===== config.mk =====
export PLATFORM = sky130hd
export DESIGN_NAME = color_sensor_emu
export DESIGN_NICKNAME = d
export VERILOG_FILES = /design/src/rtl/color_sensor_emu_pkg.sv /design/src/rtl/color_sensor_emu_pulse_gen.sv /design/src/rtl/color_sensor_emu.sv
export SDC_FILE = /design/constraint.sdc
export NUM_CORES = 1
export LEC_CHECK = 0
export ABC_AREA = 1
export BUFFER_PORTS_ARGS = -buffer_cell sky130_fd_sc_hd__buf_4
export CAP_MARGIN = 20
export CORE_UTILIZATION = 43
export CTS_CLUSTER_SIZE = 24
export DETAILED_ROUTE_END_ITERATION = 8
export GPL_TIMING_DRIVEN = 0
export SLEW_MARGIN = 10
export SYNTH_ARGS = -nofsm -noshare
export SYNTH_HDL_FRONTEND = slang
export SYNTH_SLANG_ARGS = --single-unit

===== constraint.sdc =====
create_clock -name clk -period 2.8 [get_ports clk]
set_input_delay 0.14 -clock clk [delete_from_list [all_inputs] [get_ports clk]]
set_output_delay 0.14 -clock clk [all_outputs]
set_load 0.01 [all_outputs]

===== src/rtl/color_sensor_emu_pkg.sv =====
// Shared definitions for the colour-sensor emulator: channel encoding,
// FSM state type and power-on half-period defaults.
package color_sensor_emu_pkg;

    localparam logic [1:0] CH_RED   = 2'b00;
    localparam logic [1:0] CH_BLUE  = 2'b01;
    localparam logic [1:0] CH_CLEAR = 2'b10;
    localparam logic [1:0] CH_GREEN = 2'b11;

    typedef enum logic [1:0] {
        ST_IDLE,
        ST_SETTLE,
        ST_LOW,
        ST_HIGH
    } state_e;

    localparam int unsigned HP_RED_DEF   = 100;
    localparam int unsigned HP_BLUE_DEF  = 110;
    localparam int unsigned HP_CLEAR_DEF = 30;
    localparam int unsigned HP_GREEN_DEF = 140;

    function automatic int unsigned default_hp(input logic [1:0] ch);
        case (ch)
            CH_RED:   return HP_RED_DEF;
            CH_BLUE:  return HP_BLUE_DEF;
            CH_CLEAR: return HP_CLEAR_DEF;
            default:  return HP_GREEN_DEF;
        endcase
    endfunction

endpackage


===== src/rtl/color_sensor_emu_pulse_gen.sv =====
// Half-period counter for the emulator: raises toggle when the live
// half period is reached and holds the count at 1 while hp is zero.
module sensor_pulse_gen #(
    parameter int unsigned HP_W = 16
) (
    input  logic            clk,
    input  logic            rst_n,
    input  logic            restart,
    input  logic            run,
    input  logic [HP_W-1:0] hp,
    output logic            toggle,
    output logic            force_low
);

    logic [HP_W-1:0] cnt_q, cnt_d;

    always_comb begin
        force_low = (hp == '0);
        toggle    = run && !force_low && (cnt_q >= hp);
        cnt_d     = '0;
        if (restart) begin
            cnt_d = HP_W'(1);
        end else if (run) begin
            if (force_low || toggle) begin
                cnt_d = HP_W'(1);
            end else begin
                cnt_d = cnt_q + HP_W'(1);
            end
        end
    end

    always_ff @(posedge clk) begin
        if (!rst_n) begin
            cnt_q <= '0;
        end else begin
            cnt_q <= cnt_d;
        end
    end

endmodule


===== src/rtl/color_sensor_emu.sv =====
// Colour-sensor output emulator: per-filter square wave with a settle
// blanking window after every filter change.
module color_sensor_emu
    import color_sensor_emu_pkg::*;
#(
    parameter int unsigned HP_W          = 16,
    parameter int unsigned SETTLE_CYCLES = 4
) (
    input  logic            clk,
    input  logic            rst_n,
    input  logic            En,
    input  logic            Selector1,
    input  logic            Selector2,
    input  logic            CfgWe,
    input  logic [1:0]      CfgSel,
    input  logic [HP_W-1:0] CfgHalfPeriod,
    output logic            Pulse,
    output logic [15:0]     PulseCnt,
    output logic            Settling
);

    localparam int unsigned SW = $clog2(SETTLE_CYCLES + 1);

    state_e                 state_q, state_d;
    logic [1:0]             sel_q, sel_d, sel_in;
    logic [SW-1:0]          settle_cnt_q, settle_cnt_d;
    logic [3:0][HP_W-1:0]   hp_q, hp_d;
    logic [15:0]            pulse_cnt_q, pulse_cnt_d;
    logic                   pulse_q, pulse_d;
    logic                   settling_q, settling_d;
    logic [HP_W-1:0]        hp_act;
    logic                   pg_restart, pg_run, pg_toggle, pg_force_low;

    sensor_pulse_gen #(
        .HP_W (HP_W)
    ) u_pulse_gen (
        .clk       (clk),
        .rst_n     (rst_n),
        .restart   (pg_restart),
        .run       (pg_run),
        .hp        (hp_act),
        .toggle    (pg_toggle),
        .force_low (pg_force_low)
    );

    always_comb begin
        sel_in       = {Selector1, Selector2};
        sel_d        = sel_in;
        hp_d         = hp_q;
        if (CfgWe) begin
            hp_d[CfgSel] = CfgHalfPeriod;
        end
        hp_act       = hp_q[sel_q];
        state_d      = state_q;
        settle_cnt_d = settle_cnt_q;
        pg_restart   = 1'b0;
        pg_run       = 1'b0;

        // En=0 wins, then a filter change, then the normal state walk
        if (!En) begin
            state_d      = ST_IDLE;
            settle_cnt_d = '0;
        end else if (state_q != ST_IDLE && sel_in != sel_q) begin
            state_d      = ST_SETTLE;
            settle_cnt_d = SW'(1);
        end else begin
            case (state_q)
                ST_IDLE: begin
                    state_d      = ST_SETTLE;
                    settle_cnt_d = SW'(1);
                end
                ST_SETTLE: begin
                    if (settle_cnt_q == SW'(SETTLE_CYCLES)) begin
                        state_d      = ST_LOW;
                        settle_cnt_d = '0;
                        pg_restart   = 1'b1;
                    end else begin
                        settle_cnt_d = settle_cnt_q + SW'(1);
                    end
                end
                ST_LOW: begin
                    pg_run = 1'b1;
                    if (pg_toggle) begin
                        state_d = ST_HIGH;
                    end
                end
                ST_HIGH: begin
                    pg_run = 1'b1;
                    if (pg_toggle || pg_force_low) begin
                        state_d = ST_LOW;
                    end
                end
                default: state_d = ST_IDLE;
            endcase
        end

        pulse_d     = (state_d == ST_HIGH);
        settling_d  = (state_d == ST_SETTLE);
        pulse_cnt_d = pulse_cnt_q;
        if (state_q == ST_LOW && state_d == ST_HIGH) begin
            pulse_cnt_d = pulse_cnt_q + 16'd1;
        end
    end

    always_ff @(posedge clk) begin
        if (!rst_n) begin
            state_q      <= ST_IDLE;
            sel_q        <= '0;
            settle_cnt_q <= '0;
            pulse_cnt_q  <= '0;
            pulse_q      <= 1'b0;
            settling_q   <= 1'b0;
            for (int unsigned i = 0; i < 4; i++) begin
                hp_q[i] <= HP_W'(default_hp(2'(i)));
            end
        end else begin
            state_q      <= state_d;
            sel_q        <= sel_d;
            settle_cnt_q <= settle_cnt_d;
            pulse_cnt_q  <= pulse_cnt_d;
            pulse_q      <= pulse_d;
            settling_q   <= settling_d;
            hp_q         <= hp_d;
        end
    end

    assign Pulse    = pulse_q;
    assign PulseCnt = pulse_cnt_q;
    assign Settling = settling_q;

endmodule


==> results of run 1 <==
-- stage by stage --
step / area (um2) / setup TNS, ps / total power, mW / util [%] / worst slack, ps
after CTS: 6130 / 0 / 3.40 / 51.1 / 23.4
after global routing: 6210 / -7.75 / 3.52 / 51.7 / -4.78
after global placement: 5770 / 0 / 1.92 / 48.1 / 85.7
after detailed placement: 5770 / 0 / 1.93 / 48.1 / 37.5
after floorplan: 5290 / 0 / 1.81 / - / 546
final: 6210 / 0 / 3.38 / 51.7 / 165
-- worst min-delay path, stage by stage --
cell	delay [ps]
buf_4	100
nand2_1	50
nand3_1	60
-- layer usage --
| metal | global-route usage [%] | vias up |
|---|---|---|
| met3 | 4.66 | 15 |
| met5 | 0 | - |
| li1 | - | 2537 |
| met2 | 38.2 | 113 |
| met1 | 29.6 | 2246 |
| met4 | 7.02 | 0 |
-- what timing repair did --
item | 4_1_cts | 5_1_grt
setup buffers | 0 | 4
hold endpoints to repair | 2 | 0
hold buffers | 2 | 0
gates resized for setup | 0 | 10
setup endpoints to repair | 0 | 23
-- sequential cells by signal, indices dropped and copies added (netlist names) --
| signal | cells |
|---|---|
| Pulse | 1 |
| PulseCnt | 16 |
| Settling | 1 |
| state_q | 2 |
| settle_cnt_q | 3 |
| hp_q | 64 |
| sel_q | 2 |
| u_pulse_gen.cnt_q | 16 |
-- worst max path at each step --
stage                                endpoint                 from  slack (ps)  depth (start not counted)
floorplan            PulseCnt[7]$_SDFFE_PN0P_  sel_q[0]$_SDFF_PN0_         550                         18
global placement    PulseCnt[15]$_SDFFE_PN0P_  sel_q[1]$_SDFF_PN0_          90                         18
detailed placement  PulseCnt[10]$_SDFFE_PN0P_  sel_q[1]$_SDFF_PN0_          40                         18
CTS                 PulseCnt[15]$_SDFFE_PN0P_  sel_q[1]$_SDFF_PN0_          20                         18
global route        PulseCnt[13]$_SDFFE_PN0P_  sel_q[0]$_SDFF_PN0_          -5                         19
finish              PulseCnt[13]$_SDFFE_PN0P_  sel_q[1]$_SDFF_PN0_         160                         18
-- area by class of cell --
cell class                 count  area (um2)
buffer                        30         203
clock buffer                  11         243
clock inverter                 4        98.8
fill                        1181        5800
inverter                      66         254
multi-input combinational    562        2760
sequential                   105        2100
tap                          147         184
timing repair buffer          48         373
-- where the power goes --
part	leakage, nW	internal, mW	switching (mW)
Combinational	1.78	0.123	0.218
Sequential	0.856	1.55	0.0264
Clock	0.166	0.897	0.576
Total	2.80	2.56	0.820
-- cell usage in the layout (no fill, tap or decap), types with 2 or more instances in the layout --
cell / n
a21oi_1: 15
a21oi_2: 10
a31oi_1: 2
buf_2: 2
buf_4: 45
buf_6: 9
bufinv_16: 3
clkbuf_1: 18
clkbuf_16: 9
dfxtp_1: 104
dlygate4sd3_1: 2
ha_1: 20
inv_1: 60
inv_2: 2
inv_4: 2
nand2_1: 202
nand2_2: 5
nand3_1: 59
nand4_1: 9
nor2_1: 136
nor2_2: 2
nor3_1: 11
nor4_1: 2
o21a_1: 2
o21ai_0: 49
xnor2_1: 11
xor2_1: 18
-- cell families (layout without fill, tap and decap cells) --
group                      Yosys count  count (layout)  synth area share, %
xor gates and xnor gates            29              29                 4.80
adders and majority gates           20              20                 4.73
buffers and inverters               96             159                 8.37
and+or+nand+nor                    431             431                 33.5
AOI/OAI and AO/OA                   82              82                 8.80
DFF                                105             105                 39.7
==> impl_metrics.tcl, run 1 <==
set metrics [dict create \
    rr_worst_depth 18 \
    finalHoldViolations 0 \
    die_h_um 113 \
    top_layer "met4" \
    worstHoldEndpoint "hp_q[50]$_SDFFE_PN1P_" \
    cts_tree "yes" \
    r2r-end "PulseCnt[13]$_SDFFE_PN0P_" \
    n_antenna_cell 0 \
    critical_path_class "flip-flop to flip-flop" \
    yosysMostFrequentCell "nand2_1" \
    hold_depth 3 \
    slew_violations 0 \
    start_util_pct 44.0 \
    yosys-top-cells-count "205 x nand2_1, 138 x nor2_1, 105 x dfxtp_1" \
    io_pins 42 \
    dieArea_um2 12700 \
    clock_latency_ps 360 \
    numPortBuffers 40 \
    synth_edf_count 0 \
    worst_setup_path_end_kind "flip-flop" \
    post-place-cells 950 \
    worst_slew_pin_slew_ps 893 \
    cp_cell_sequence "buf_6, inv_2, buf_6, nand3_1, nand2_2, ha_1, nand2_1, nor2_2, and2_1, nand2_1, nor2_2, inv_1, nand2_1, nand4_4, inv_4, buf_6, nand2_1, a21oi_2" \
    area_growth_pct 17.5 \
    arrival_ps 2930 \
    max_slew_margin_pct 40.0 \
    wl_met3_um 758 \
    maxCapViolations 0 \
    nets 866 \
    routabilityCongestion 0.889 \
    numClockSinks 105 \
    reg2reg_setup_slack_ps 160 \
    synth_ff_type "dfxtp_1" \
    chipWidth_um 113 \
    wl_per_cell_um 14.3 \
    layout-drive-gt1-share_pct 12.1 \
    ir_worst_vdd_mv 0.448 \
    grt_usage_pct 22.8 \
    grt_pass1_wl_um 22500 \
    wirelength_um 13900 \
    cts.path.max_buffers 2 \
    rr_startpoint "sel_q[1]$_SDFF_PN0_" \
    viasPerCell 5.05 \
    fin_crit_sh_pct 94.1 \
    met1_length_um 6250 \
    fin_worst_skew_ps 11.5 \
    status "finished, final reports clean" \
    fmax_mhz 380 \
    synthDistinctLibCells 34 \
    dr.pass1.iters 5 \
    drt-initial-drc-count 303 \
    avgSynthCellArea_um2 6.93 \
    cts_max_level 3 \
    overflow 0 \
    rows 40 \
    required_ps 3090 \
    antenna_found_initial 0 \
    synthCells 763 \
    crit_top_cell "nand2_1" \
    startpoint_type "flip-flop" \
    grt_pass1_vias 4487 \
    ant_nets 0 \
    grt_max_degree 17 \
    powerDensity_nw_per_um2 545 \
    wl_met2_um 6660 \
    cts-root-buf "clkbuf_16" \
    cts_made_buffers 9 \
    synthArstFlopShare_pct 0 \
    p_leak_nw 2.80 \
    core_um2 12000 \
    place_hpwl_um 9790 \
    cp_top_family "simple AND/OR/NAND/NOR gates" \
    yosys_warnings 0 \
    hp-class "input pin to flip-flop" \
    syn-cell-area_um2 5290 \
    synth-seq-area-share_pct 39.7 \
    synth_area_leader_cell "dfxtp_1" \
    synth_area_leaders "dfxtp_1 40%, nand2_1 15%, nor2_1 9.8%" \
    period_minus_slack_ps 2640 \
    fin_cells 973 \
    cpMaxStageDelayCell "dfxtp_2" \
    setup_viol 0 \
    synth_top_area_share_pct 39.7 \
    whs_ps 18.0 \
    via_count 4911 \
    synthesis.nets 807 \
    cp_max_fo 10 \
    cpPeakStageDelay_ps 350 \
    clk_pin_slew_ps 70 \
    crit_buf_inv 6 \
    min_from "CfgHalfPeriod[2]" \
    drc_errors 0 \
    ys_ff_latch 105 \
]
No activity file was read; power rests on OpenSTA's default activity.
==> inputs of run 2 (changes only) <==
Settings changed: PLACE_DENSITY set to 0.68.
==> impl_metrics.tcl, run 2 (synthesized netlist as in run 1, its figures left out) <==
set metrics [dict create \
    clk_pin_slew_ps 70 \
    clkPwrFrac_pct 38.5 \
    switching_share_pct 25.9 \
    cts_tree "yes" \
    dieArea_um2 12700 \
    grt_pass1_vias 4485 \
    fin_crit_sh_pct 94.1 \
    layout-drive-gt1-share_pct 11.7 \
    overflow 0 \
    powerDensity_nw_per_um2 505 \
    numPortBuffers 40 \
    place_hpwl_um 9240 \
    maxCapViolations 0 \
    cts_max_level 3 \
    cpPeakStageDelay_ps 310 \
    p_switching_mw 0.800 \
    drc_errors 0 \
    power_mw 3.09 \
    antenna_found_initial 0 \
    cts.path.max_buffers 2 \
    hp-class "input pin to flip-flop" \
    placed_area_um2 5770 \
    fin_ws_ps 164 \
    cpMaxStageDelayCell "dfxtp_1" \
    critical_path_class "flip-flop to flip-flop" \
    fin_worst_skew_ps 10.1 \
    max_slew_margin_pct 31.4 \
    rr_worst_depth 17 \
    cp_cell_sequence "buf_6, inv_2, buf_6, nand3_1, nand2_1, ha_1, nand2_1, nand2_1, nand2_1, nand3_1, nor2_1, nor2_2, nor2_1, o21a_1, nand3_2, buf_4, nor2_1" \
    endpoint "u_pulse_gen.cnt_q[7]$_SDFF_PP0_" \
    cp_max_fo 10 \
    startpoint_type "flip-flop" \
    whs_ps 27.9 \
    n_antenna_cell 0 \
    numClockSinks 105 \
    via_count 4921 \
    dr.pass1.iters 6 \
    arrival_ps 2920 \
    p_comb_share_pct 10.7 \
    r2r-end "u_pulse_gen.cnt_q[7]$_SDFF_PP0_" \
    area_growth_pct 15.6 \
    die_h_um 113 \
    final_common_cell "nand2_1" \
    worst_setup_path_end_kind "flip-flop" \
    clock_latency_ps 360 \
    postLayoutCellArea_um2 6120 \
    grt_usage_pct 21.6 \
    viasPerCell 5.07 \
    largest_register "hp_q" \
    p_int_mw 2.29 \
    finish.utilization_pct 50.9 \
    chipWidth_um 113 \
    largest_register_ffs 64 \
    wl_per_cell_um 13.4 \
    slew_violations 0 \
    p_leak_nw 2.75 \
    io_pins 42 \
    dp_worst_setup_slack_ps 108 \
    rr_startpoint "sel_q[1]$_SDFF_PN0_" \
    rows 40 \
    crit_top_cell "nand2_1" \
    required_ps 3090 \
    seqPwrFrac_pct 50.8 \
    core_um2 12000 \
    drt-initial-drc-count 276 \
    wirelength_um 13000 \
    period_minus_slack_ps 2640 \
    grt_pass1_wl_um 21800 \
    worst_slew_pin_slew_ps 1020 \
    reg2reg_setup_slack_ps 160 \
    start_util_pct 44.0 \
    final_cell_mix "203 x nand2_1, 137 x nor2_1, 105 x dfxtp_1, 60 x inv_1, 59 x nand3_1" \
    cts-root-buf "clkbuf_16" \
    ir_worst_vdd_mv 0.483 \
    routabilityCongestion 0.877 \
    ant_nets 0 \
    status "finished, final reports clean" \
    finalHoldViolations 0 \
    fill_cells 1231 \
    nets 864 \
    fmax_mhz 379 \
    cts_made_buffers 9 \
    setup_viol 0 \
    grt_max_degree 17 \
    critPathLaunch "sel_q[1]$_SDFF_PN0_" \
]
-- run 2: cell types whose count changed in the layout (fill, tap and decap cells not counted), moves of 2 or more --
| cell | previous run | this run |
|---|---|---|
| buf_2 | 2 | 0 |
| buf_4 | 45 | 48 |
| bufinv_16 | 3 | 0 |
| clkinv_2 | 1 | 3 |
-- run 2: critical path, delay by kind of cell (launching register included) --
kind,cells,cell delay [ps]
flip-flops,1,310
AO/OA/AOI/OAI,1,180
adder cells (fa/ha/maj),1,280
AND/OR/NAND/NOR,11,1100
buffers and inverters,4,700
-- run 2: final cells by class --
type                    instances  area, um2  share of cell area [%]
clock inverters                 4       27.5                   0.450
multi-input cells             562       2760                    45.2
inverters                      66        254                    4.15
plain buffers                  30        191                    3.13
clock buffers                  11        243                    3.97
flip-flops and latches        105       2100                    34.4
well taps                     147        184                    3.01
repair buffers                 46        350                    5.73
-- run 2: power groups by stage --
stage          clock network [mW]  logic [mW]  registers [mW]
2_1_floorplan                   0       0.213            1.60
3_3_place_gp                    0       0.320            1.60
3_5_place_dp                    0       0.324            1.60
4_1_cts                      1.22       0.327            1.57
5_1_grt                      1.27       0.379            1.58
6_report                     1.19       0.331            1.57
-- run 2: what timing repair did --
item | CTS | global route
endpoints found under the hold margin | 2 | 0
resized for setup | 0 | 5
setup endpoints to repair | 0 | 17
hold buffers | 2 | 0
setup buffers | 0 | 4
-- run 2: layer usage --
layer,GRT usage (%),wire length (um),vias to the layer above,share of wire (%)
met5,0,0,-,0
li1,-,-,2531,-
met1,27.6,5990,2255,46
met2,36.2,6040,119,47
met3,5.20,750,16,5.8
met4,6.93,203,0,1.6
-- run 2: worst min-delay path by stage --
stage / depth (start not counted) / from / slack, ps / endpoint
after CTS: 3 / CfgHalfPeriod[2] / 20 / hp_q[2]$_SDFFE_PN1P_
after floorplan: 2 / Selector2 / 230 / sel_q[0]$_SDFF_PN0_
after global placement: 3 / Selector1 / 340 / sel_q[1]$_SDFF_PN0_
after detailed placement: 3 / Selector1 / 340 / sel_q[1]$_SDFF_PN0_
final: 3 / CfgHalfPeriod[6] / 30 / hp_q[22]$_SDFFE_PN1P_
after global routing: 3 / CfgHalfPeriod[13] / 40 / hp_q[45]$_SDFFE_PN0P_
-- run 2: through the flow --
step / instances / TNS [ps]
2_1_floorplan: 763 / 0
3_3_place_gp: 950 / 0
3_5_place_dp: 950 / 0
4_1_cts: 967 / 0
5_1_grt: 971 / -622
6_report: 971 / 0
==> inputs of run 3 (changes only) <==
Clock period 2.8 ns to 3.33 ns, I/O delays scaled along.
==> impl_metrics.tcl, run 3 (synthesized netlist as in run 1, its figures left out) <==
set metrics [dict create \
    crit_top_cell "nand2_1" \
    cpPeakStageDelay_ps 330 \
    critical_path_class "flip-flop to flip-flop" \
    place_hpwl_um 9240 \
    cts_max_level 3 \
    reg2reg_setup_slack_ps 620 \
    p_comb_share_pct 10.6 \
    placed_area_um2 5770 \
    clk_pin_slew_ps 70 \
    rows 40 \
    max_slew_margin_pct 26.8 \
    grt_pass1_wl_um 21800 \
    largest_register "hp_q" \
    io_pins 42 \
    numClockSinks 105 \
    setup_viol 0 \
    post-place-cells 950 \
    switching_share_pct 25.9 \
    fin_worst_skew_ps 10.1 \
    dr.pass1.iters 7 \
    drt-initial-drc-count 282 \
    finalHoldViolations 0 \
    wirelength_um 13000 \
    min_from "Selector2" \
    powerDensity_nw_per_um2 429 \
    final_cell_mix "205 x nand2_1, 138 x nor2_1, 105 x dfxtp_1, 60 x inv_1, 59 x nand3_1" \
    grt_max_degree 17 \
    clkPwrFrac_pct 38.6 \
    cp_max_fo 10 \
    cpMaxStageDelayCell "dfxtp_1" \
    postLayoutCellArea_um2 6050 \
    hp-class "input pin to flip-flop" \
    n_antenna_cell 0 \
    arrival_ps 3000 \
    fill_cells 1237 \
    antenna_found_initial 0 \
    worst_setup_path_end_kind "flip-flop" \
    fin_crit_sh_pct 81.3 \
    nets 859 \
    seqPwrFrac_pct 50.9 \
    r2r-end "PulseCnt[13]$_SDFFE_PN0P_" \
    dieArea_um2 12700 \
    overflow 0 \
    ctsResizeCount 0 \
    start_util_pct 44.0 \
    required_ps 3620 \
    rr_startpoint "sel_q[1]$_SDFF_PN0_" \
    numPortBuffers 40 \
    grt_pass1_vias 4485 \
    ant_nets 0 \
    cp_cell_sequence "buf_6, inv_2, buf_6, nand3_1, nand2_1, ha_1, nand2_1, nor2_1, and2_1, nand2_1, nor2_1, inv_1, nand2_1, nand4_4, inv_4, buf_6, nand2_1, a21oi_2" \
    maxCapViolations 0 \
    via_count 4886 \
    hold_depth 3 \
    rr_worst_depth 18 \
    core_um2 12000 \
    drc_errors 0 \
    finalSetupTns_ps 0 \
    slew_violations 0 \
    p_switching_mw 0.673 \
    cts.path.max_buffers 2 \
    cts_setup_buffers 0 \
    worstHoldEndpoint "sel_q[0]$_SDFF_PN0_" \
    status "finished, final reports clean" \
    period_minus_slack_ps 2710 \
    cts_tree "yes" \
    clock_latency_ps 360 \
    routabilityCongestion 0.877 \
    fmax_mhz 369 \
    die_h_um 113 \
    cts-root-buf "clkbuf_16" \
    power_mw 2.60 \
    chipWidth_um 113 \
    area_growth_pct 14.5 \
    p_int_mw 1.92 \
    startpoint_type "flip-flop" \
    rsz0062_at_grt "false" \
    fin_ws_ps 621 \
    grt_usage_pct 21.6 \
    cts_made_buffers 9 \
    final_common_cell "nand2_1" \
    p_leak_nw 2.73 \
    ir_worst_vdd_mv 0.402 \
    dp_worst_setup_slack_ps 638 \
    largest_register_ffs 64 \
    worst_slew_pin_slew_ps 1090 \
    fin_cells 966 \
    wl_per_cell_um 13.4 \
    viasPerCell 5.06 \
    layout-drive-gt1-share_pct 10.7 \
]
[run 3: worst max path at each step]
stage | from | endpoint | slack (ps) | cells after the start
after floorplan | sel_q[0]$_SDFF_PN0_ | PulseCnt[7]$_SDFFE_PN0P_ | 1080 | 18
after global placement | sel_q[1]$_SDFF_PN0_ | PulseCnt[12]$_SDFFE_PN0P_ | 650 | 18
after detailed placement | sel_q[1]$_SDFF_PN0_ | PulseCnt[7]$_SDFFE_PN0P_ | 640 | 18
after CTS | sel_q[1]$_SDFF_PN0_ | PulseCnt[13]$_SDFFE_PN0P_ | 600 | 18
after global routing | sel_q[1]$_SDFF_PN0_ | PulseCnt[13]$_SDFFE_PN0P_ | 340 | 18
final | sel_q[1]$_SDFF_PN0_ | PulseCnt[13]$_SDFFE_PN0P_ | 620 | 18
[run 3: through the flow]
stage | hold WS (ps) | util (%)
6_report | 9.57 | 50.4
5_1_grt | 12.4 | 50.4
4_1_cts | 3.71 | 50.4
3_5_place_dp | 369 | 48.1
3_3_place_gp | 363 | 48.1
2_1_floorplan | 260 | -
[run 3: repair_timing]
action | in CTS | in global routing
hold buffers | 1 | 0
hold endpoints to repair | 1 | 0
setup endpoints to repair | 0 | 0
[run 3: routing by layer]
layer / up-vias / share of wire, % / GRT usage [%]
met5: - / 0 / 0
met4: 0 / 1.6 / 6.93
met3: 16 / 6.1 / 5.20
met2: 135 / 47 / 36.2
met1: 2219 / 46 / 27.6
li1: 2516 / - / -
[run 3: cell type report]
type / instances / area (um2) / share of cell area [%]
Sequential cell: 105 / 2100 / 34.7
Timing Repair Buffer: 41 / 310 / 5.13
Inverter: 66 / 254 / 4.20
Multi-Input combinational cell: 562 / 2740 / 45.3
Clock inverter: 4 / 27.5 / 0.455
Buffer: 30 / 189 / 3.12
Clock buffer: 11 / 243 / 4.01
Tap cell: 147 / 184 / 3.04
[run 3: worst max-delay path: cells and delay by family (launching register included)]
family | cells | cell delay, ps
adders and majority gates | 1 | 310
and+or+nand+nor | 10 | 1110
buffers and inverters | 6 | 760
DFF | 1 | 330
AOI/OAI and AO/OA | 1 | 110
[run 3: power by group through the flow]
stage	logic [mW]	registers, mW	clock network [mW]
floorplan	0.179	1.34	0
global placement	0.269	1.35	0
detailed placement	0.272	1.35	0
CTS	0.274	1.32	1.02
global route	0.315	1.33	1.07
finish	0.275	1.32	1.00
